===== config.mk =====
export PLATFORM = sky130hd
export DESIGN_NAME = coincidence_weight_updater
export DESIGN_NICKNAME = d
export VERILOG_FILES = /design/src/rtl/coincidence_weight_updater.sv
export SDC_FILE = /design/constraint.sdc
export NUM_CORES = 1
export LEC_CHECK = 0
export ABC_CLOCK_PERIOD_IN_PS = 3700
export CAP_MARGIN = 20
export CORE_ASPECT_RATIO = 0.6
export CORE_MARGIN = 2
export CORE_UTILIZATION = 40
export DETAILED_ROUTE_END_ITERATION = 7
export GPL_TIMING_DRIVEN = 0
export PLACE_DENSITY = 0.62
export SYNTH_ARGS = -nofsm -noshare
export SYNTH_HDL_FRONTEND = slang
export SYNTH_SLANG_ARGS = --single-unit

===== constraint.sdc =====
create_clock -name clk -period 3.7 [get_ports clk]
set_input_delay 0.925 -clock clk [delete_from_list [all_inputs] [get_ports clk]]
set_output_delay 0.925 -clock clk [all_outputs]
set_load 0.1 [all_outputs]

===== src/rtl/coincidence_weight_updater.sv =====
// Coincidence weight updater: applies +/-DG to every crossbar cell whose x and delta pulses coincide.
// Optional build macro COINC_STATS_EN adds the coinc_cnt coincidence counter output.
module coincidence_weight_updater #(
   parameter int M      = 2,
   parameter int N      = 2,
   parameter int BL     = 10,
   parameter int W_BITS = 10,
   parameter int DG     = 25,
   parameter int WMAX   = 255,
   parameter int WMIN   = -255
) (
   input  logic                          clk,
   input  logic                          rst,
   input  logic                          start,
   input  logic                          dir,
   input  logic                          init_en,
   input  logic signed [W_BITS-1:0]      init_val,
   input  logic                          pulse_valid,
   output logic                          pulse_ready,
   input  logic [M-1:0]                  x_pulse,
   input  logic [N-1:0]                  d_pulse,
   input  logic                          pulse_last,
   output logic                          busy,
   output logic                          done,
   output logic [$clog2(BL+1)-1:0]       beat_cnt,
   output logic [M*N*W_BITS-1:0]         wt_flat
`ifdef COINC_STATS_EN
   ,
   output logic [$clog2(BL*M*N+1)-1:0]   coinc_cnt
`endif
);

   localparam int CNT_W = $clog2(BL+1);
   localparam logic [CNT_W-1:0] BL_C = CNT_W'(BL);
   localparam logic signed [W_BITS:0] DG_E   = (W_BITS+1)'(DG);
   localparam logic signed [W_BITS:0] WMAX_E = (W_BITS+1)'(WMAX);
   localparam logic signed [W_BITS:0] WMIN_E = (W_BITS+1)'(WMIN);

   typedef enum logic [1:0] {IDLE, RUN, FINISH} state_t;

   state_t state_q, state_d;
   logic   dir_q;
   logic   accept_p0;
   logic signed [W_BITS:0]   step_p0;
   logic signed [W_BITS-1:0] wt_p1 [M][N];

   function automatic logic signed [W_BITS-1:0] sat(input logic signed [W_BITS:0] v);
      if (v > WMAX_E)
         return WMAX_E[W_BITS-1:0];
      else if (v < WMIN_E)
         return WMIN_E[W_BITS-1:0];
      else
         return v[W_BITS-1:0];
   endfunction

   always_ff @(posedge clk) begin
      if (rst) state_q <= IDLE;
      else     state_q <= state_d;
   end

   always_comb begin
      state_d = state_q;
      case (state_q)
         IDLE:    if (start) state_d = RUN;
         RUN:     if (accept_p0 && (pulse_last || (beat_cnt + CNT_W'(1)) == BL_C))
                     state_d = FINISH;
         FINISH:  state_d = IDLE;
         default: state_d = IDLE;
      endcase
   end

   always_comb begin
      pulse_ready = (state_q == RUN);
      busy        = (state_q != IDLE);
      done        = (state_q == FINISH);
   end

   // stage 0: beat acceptance and signed step selection
   assign accept_p0 = pulse_valid & pulse_ready;
   assign step_p0   = dir_q ? -DG_E : DG_E;

   always_ff @(posedge clk) begin
      if (rst) begin
         dir_q    <= 1'b0;
         beat_cnt <= '0;
      end else if (state_q == IDLE && start) begin
         dir_q    <= dir;
         beat_cnt <= '0;
      end else if (accept_p0) begin
         beat_cnt <= beat_cnt + CNT_W'(1);
      end
   end

   // stage 1: registered weight array, saturated update in W_BITS+1 bits
   always_ff @(posedge clk) begin
      if (rst) begin
         for (int i = 0; i < M; i++)
            for (int j = 0; j < N; j++)
               wt_p1[i][j] <= '0;
      end else if (state_q == IDLE && init_en) begin
         for (int i = 0; i < M; i++)
            for (int j = 0; j < N; j++)
               wt_p1[i][j] <= sat($signed({init_val[W_BITS-1], init_val}));
      end else if (accept_p0) begin
         for (int i = 0; i < M; i++)
            for (int j = 0; j < N; j++)
               if (x_pulse[i] & d_pulse[j])
                  wt_p1[i][j] <= sat($signed({wt_p1[i][j][W_BITS-1], wt_p1[i][j]}) + step_p0);
      end
   end

   always_comb begin
      wt_flat = '0;
      for (int i = 0; i < M; i++)
         for (int j = 0; j < N; j++)
            wt_flat[(i*N+j)*W_BITS +: W_BITS] = wt_p1[i][j];
   end

`ifdef COINC_STATS_EN
   localparam int CC_W = $clog2(BL*M*N+1);

   function automatic logic [CC_W-1:0] popcnt_x(input logic [M-1:0] v);
      logic [CC_W-1:0] c;
      c = '0;
      for (int k = 0; k < M; k++) c = c + CC_W'(v[k]);
      return c;
   endfunction

   function automatic logic [CC_W-1:0] popcnt_d(input logic [N-1:0] v);
      logic [CC_W-1:0] c;
      c = '0;
      for (int k = 0; k < N; k++) c = c + CC_W'(v[k]);
      return c;
   endfunction

   // counts coincidences even when saturation held the weight
   always_ff @(posedge clk) begin
      if (rst)
         coinc_cnt <= '0;
      else if (state_q == IDLE && start)
         coinc_cnt <= '0;
      else if (accept_p0)
         coinc_cnt <= coinc_cnt + popcnt_x(x_pulse) * popcnt_d(d_pulse);
   end
`endif

endmodule


==> results by group <==
Worst setup path
  – Top cell family by delay on the critical path: compound AO/OA/AOI/OAI gates
  – Critical path cell sequence: buf_16 > clkinvlp_4 > buf_4 > fa_1 > nor2b_1 > o211a_1 > o22ai_2 > nor2_1 > o21a_1 > a31oi_1 > o41ai_2 > a22oi_1
  – Worst r2r src: dir_q$_SDFFE_PP0P_
  – Crit Reg-Reg Endpoint: wt_p1[1][16]$_DFFE_PP_
  – Worst R2R Setup Slack: 0.29 ns
  – Worst path max stage delay: 0.50 ns
  – Critical path class: reg2reg
  – Crit Path Max Fanout: 19
  – CP Capture Type: flip-flop
  – Reg2reg path depth: 12
  – Slowest CP cell: o41ai_2
  – Buf+Inv Stages, Crit Path: 3
  – CP Launch Point: dir_q$_SDFFE_PP0P_
  – Worst path depth: 12
  – CP startpoint kind: flip-flop
  – Crit path to: wt_p1[1][16]$_DFFE_PP_
  – WP data required: 3.67 ns
  – Worst EP arrival: 3.39 ns

STA
  – Clock skew: 0.0121 ns
  – Crit share post-route: 0.922
  – RSZ-0062 raised after global routing: false
  – Worst hold slack: 0.568 ns
  – Slew HR: 0.339
  – Setup_tns: 0 ns
  – Worst Tran Pin Value: 0.981 ns
  – Max Slew Vio Count: 0
  – FMAX: 293 MHz
  – Slack of the critical path: 0.287 ns
  – Final setup vio count: 0
  – Hold Vio Cnt, Final: 0
  – Minimum clock period: 3.41 ns

Yosys
  – Post-synthesis xor/xnor area fraction: 0.0630
  – Top FF cell, synth: edfxtp_1
  – Post-Synth Simple-Gate Area: 0.219
  – Synthesized flop and latch total: 47
  – Compound-Gate Fraction of Synth Area: 0.248
  – Share of Yosys cell area claimed by the top area cell type: 0.270
  – Largest cells by area after synthesis: edfxtp_1, ha_1, nand2_1
  – Post-synthesis mux area share: 0.00478
  – Yosys cell types: 72
  – Number of synthesized flops with an enable pin: 40
  – Synth area leader: edfxtp_1
  – Syn nets: 574
  – Syn. warnings: 0
  – Ys async rst share: 0
  – Cell area after synthesis: 0.00445 sq mm
  – Post-synthesis average cell area: 8.80 sq um
  – Post-synthesis adder-cell area fraction: 0.139
  – Largest family of logic cells by synthesized area: compound AO/OA/AOI/OAI gates
  – Sequential fraction of the synthesis area: 0.301
  – Syn Inst Count: 506

Cells and area
  – Design area: 0.00554 sq mm
  – P&R area growth vs syn: 24.4%
  – Share of post-route cells with drive strength above 1: 0.0651
  – Final nets: 651
  – Antenna cells: 0

GRT
  – Initial antenna violation count: 0
  – Overall routing resource usage: 0.210
  – First-pass GRT wire length: 19.9 mm
  – Vias in the first global route: 3874
  – Largest net degree at the start of global routing: 20
  – Gr ovfl total: 0

Floorplan
  – Top Ports: 68
  – Core ar.: 0.0107 sq mm
  – Die Wd: 140 um
  – Die Span Y: 85.7 um
  – Rows: 29
  – Die ar.: 0.0120 sq mm
  – Starting Density: 0.416

Clocking
  – CTS H-tree depth: 2
  – Clock Sinks: 47
  – Worst-Skew Late Latency: 0.30 ns
  – Maximum clock path buffer count: 2
  – CTS tree: yes
  – Reg clk slew, reported paths: 0.07 ns
  – Root Driver: clkbuf_16
  – CTS buffer count: 5

Placement
  – Final GP Congestion: 0.893
  – Setup WS pre-CTS: -0.113 ns
  – Post-DP HPWL: 9.85 mm
  – Port Buffers: 66
  – Area after DPL: 0.00531 sq mm

Power and ir drop
  – Leak Pwr: 2.24 nW
  – P per Cell Area: 436 mW/mm^2
  – Pwr Total: 2.41 mW
  – Peak VDD IR: 0.245 mV

Detailed routing
  – Vias: 4270
  – 1st-iter DRT viols: 311
  – Residual DRC: 0
  – Post-DRT Antenna Nets: 0
  – DR pass1 iterations: 4
  – Final wirelength: 12.6 mm
  – Vias/cell: 5.91
  – WL/cell: 17.5 um

Run status
  – Status: completed

Hold path
  – Hold crit path type: reg2reg

Flow run
  – Max_cap viols: 0
## layout by cell type (no fill, tap or decap), drive strengths merged, types with 6 or more instances in the layout
cell type	instances
xor2	18
edfxtp	40
a211oi	8
dfxtp	7
xnor2	14
clkbuf	9
o22ai	7
o21ai	42
nor3	12
nand2	45
clkdlybuf4s50	66
a31oi	8
ha	43
nand3	24
nand2b	9
nor2	37
o21a	8
nor2b	16
inv	25
o211ai	16
and2	6
a21oi	30
nor4	7
## report_power, final
group / switching [mW] / internal, mW
Combinational: 0.789 / 0.352
Clock: 0.205 / 0.388
Sequential: 0.0473 / 0.632
## timing repair
action	CTS	global route
hold endpoints to repair	0	0
resized for setup	1	3
setup buffers	0	3
hold buffers	0	0
endpoints found under the setup margin	21	21
## through the flow
step	cells	utilization
after CTS	720	0.514
after global placement	711	0.494
after detailed placement	712	0.496
after global routing	723	0.517
after floorplan	506	-
final	723	0.517
## tightest hold or removal path: stages (launching register included)
cell      delay [ns]
dfxtp_1         0.36
nor2_1          0.12
a211oi_1        0.04
## cell usage after synthesis, types with 3 or more instances
| cell | instances |
|---|---|
| nand2_1 | 44 |
| ha_1 | 43 |
| edfxtp_1 | 40 |
| nor2_1 | 37 |
| a21oi_1 | 27 |
| inv_1 | 25 |
| nand3_1 | 24 |
| o21ai_0 | 23 |
| o21ai_1 | 18 |
| xor2_1 | 18 |
| nor2b_1 | 16 |
| o211ai_1 | 16 |
| xnor2_1 | 14 |
| nor3_1 | 11 |
| nand2b_1 | 9 |
| o21a_1 | 8 |
| a211oi_1 | 7 |
| a31oi_1 | 7 |
| dfxtp_1 | 7 |
| nor4_1 | 7 |
| and2_1 | 6 |
| and3_1 | 5 |
| nand4_1 | 5 |
| nor3b_1 | 5 |
| o22ai_1 | 5 |
| a21o_1 | 4 |
| fa_1 | 4 |
| or3_1 | 4 |
| a21boi_0 | 3 |
| a21oi_2 | 3 |
| a22oi_1 | 3 |
| clkbuf_1 | 3 |
| nand3b_1 | 3 |
| o21bai_1 | 3 |
| o31ai_1 | 3 |
## cell families after synthesis
kind of cell | count (synthesis)
XOR/XNOR | 32
AND/OR/NAND/NOR | 189
flip-flops | 47
adder cells (fa/ha/maj) | 47
multiplexers | 2
AO/OA/AOI/OAI | 159
buffers and inverters | 30
## routing by layer
layer	track usage	wire length, um	vias to the layer above
met3	0.0374	718	10
met2	0.313	5250	137
li1	-	-	2090
met1	0.322	6560	2033
met5	0	0	-
met4	0.0340	105	0
## how the worst min path moves through the flow
stage	endpoint	cells past startpoint	slack (ns)	start
after floorplan	dir_q$_SDFFE_PP0P_	3	0.56	state_q[1]$_SDFFE_PP0P_
after global placement	beat_cnt[1]$_SDFFE_PP0P_	2	0.55	beat_cnt[1]$_SDFFE_PP0P_
after detailed placement	beat_cnt[1]$_SDFFE_PP0P_	2	0.56	beat_cnt[1]$_SDFFE_PP0P_
after CTS	beat_cnt[1]$_SDFFE_PP0P_	2	0.56	beat_cnt[1]$_SDFFE_PP0P_
after global routing	beat_cnt[1]$_SDFFE_PP0P_	2	0.63	beat_cnt[1]$_SDFFE_PP0P_
final	beat_cnt[1]$_SDFFE_PP0P_	2	0.57	beat_cnt[1]$_SDFFE_PP0P_
## sequential cells by signal (all words and copies together) (netlist names)
signal and flops:
state_q 2, beat_cnt 4, dir_q 1, wt_p1 40
## area by class of cell
type	instances	area, sq um
Timing Repair Buffer	70	711
Fill cell	994	5170
Inverter	26	101
Multi-Input combinational cell	429	3000
Clock buffer	6	129
Sequential cell	47	1350
Buffer	4	16.3
Clock inverter	2	60.1
Tap cell	139	174
(Power assumes the default switching activity.)
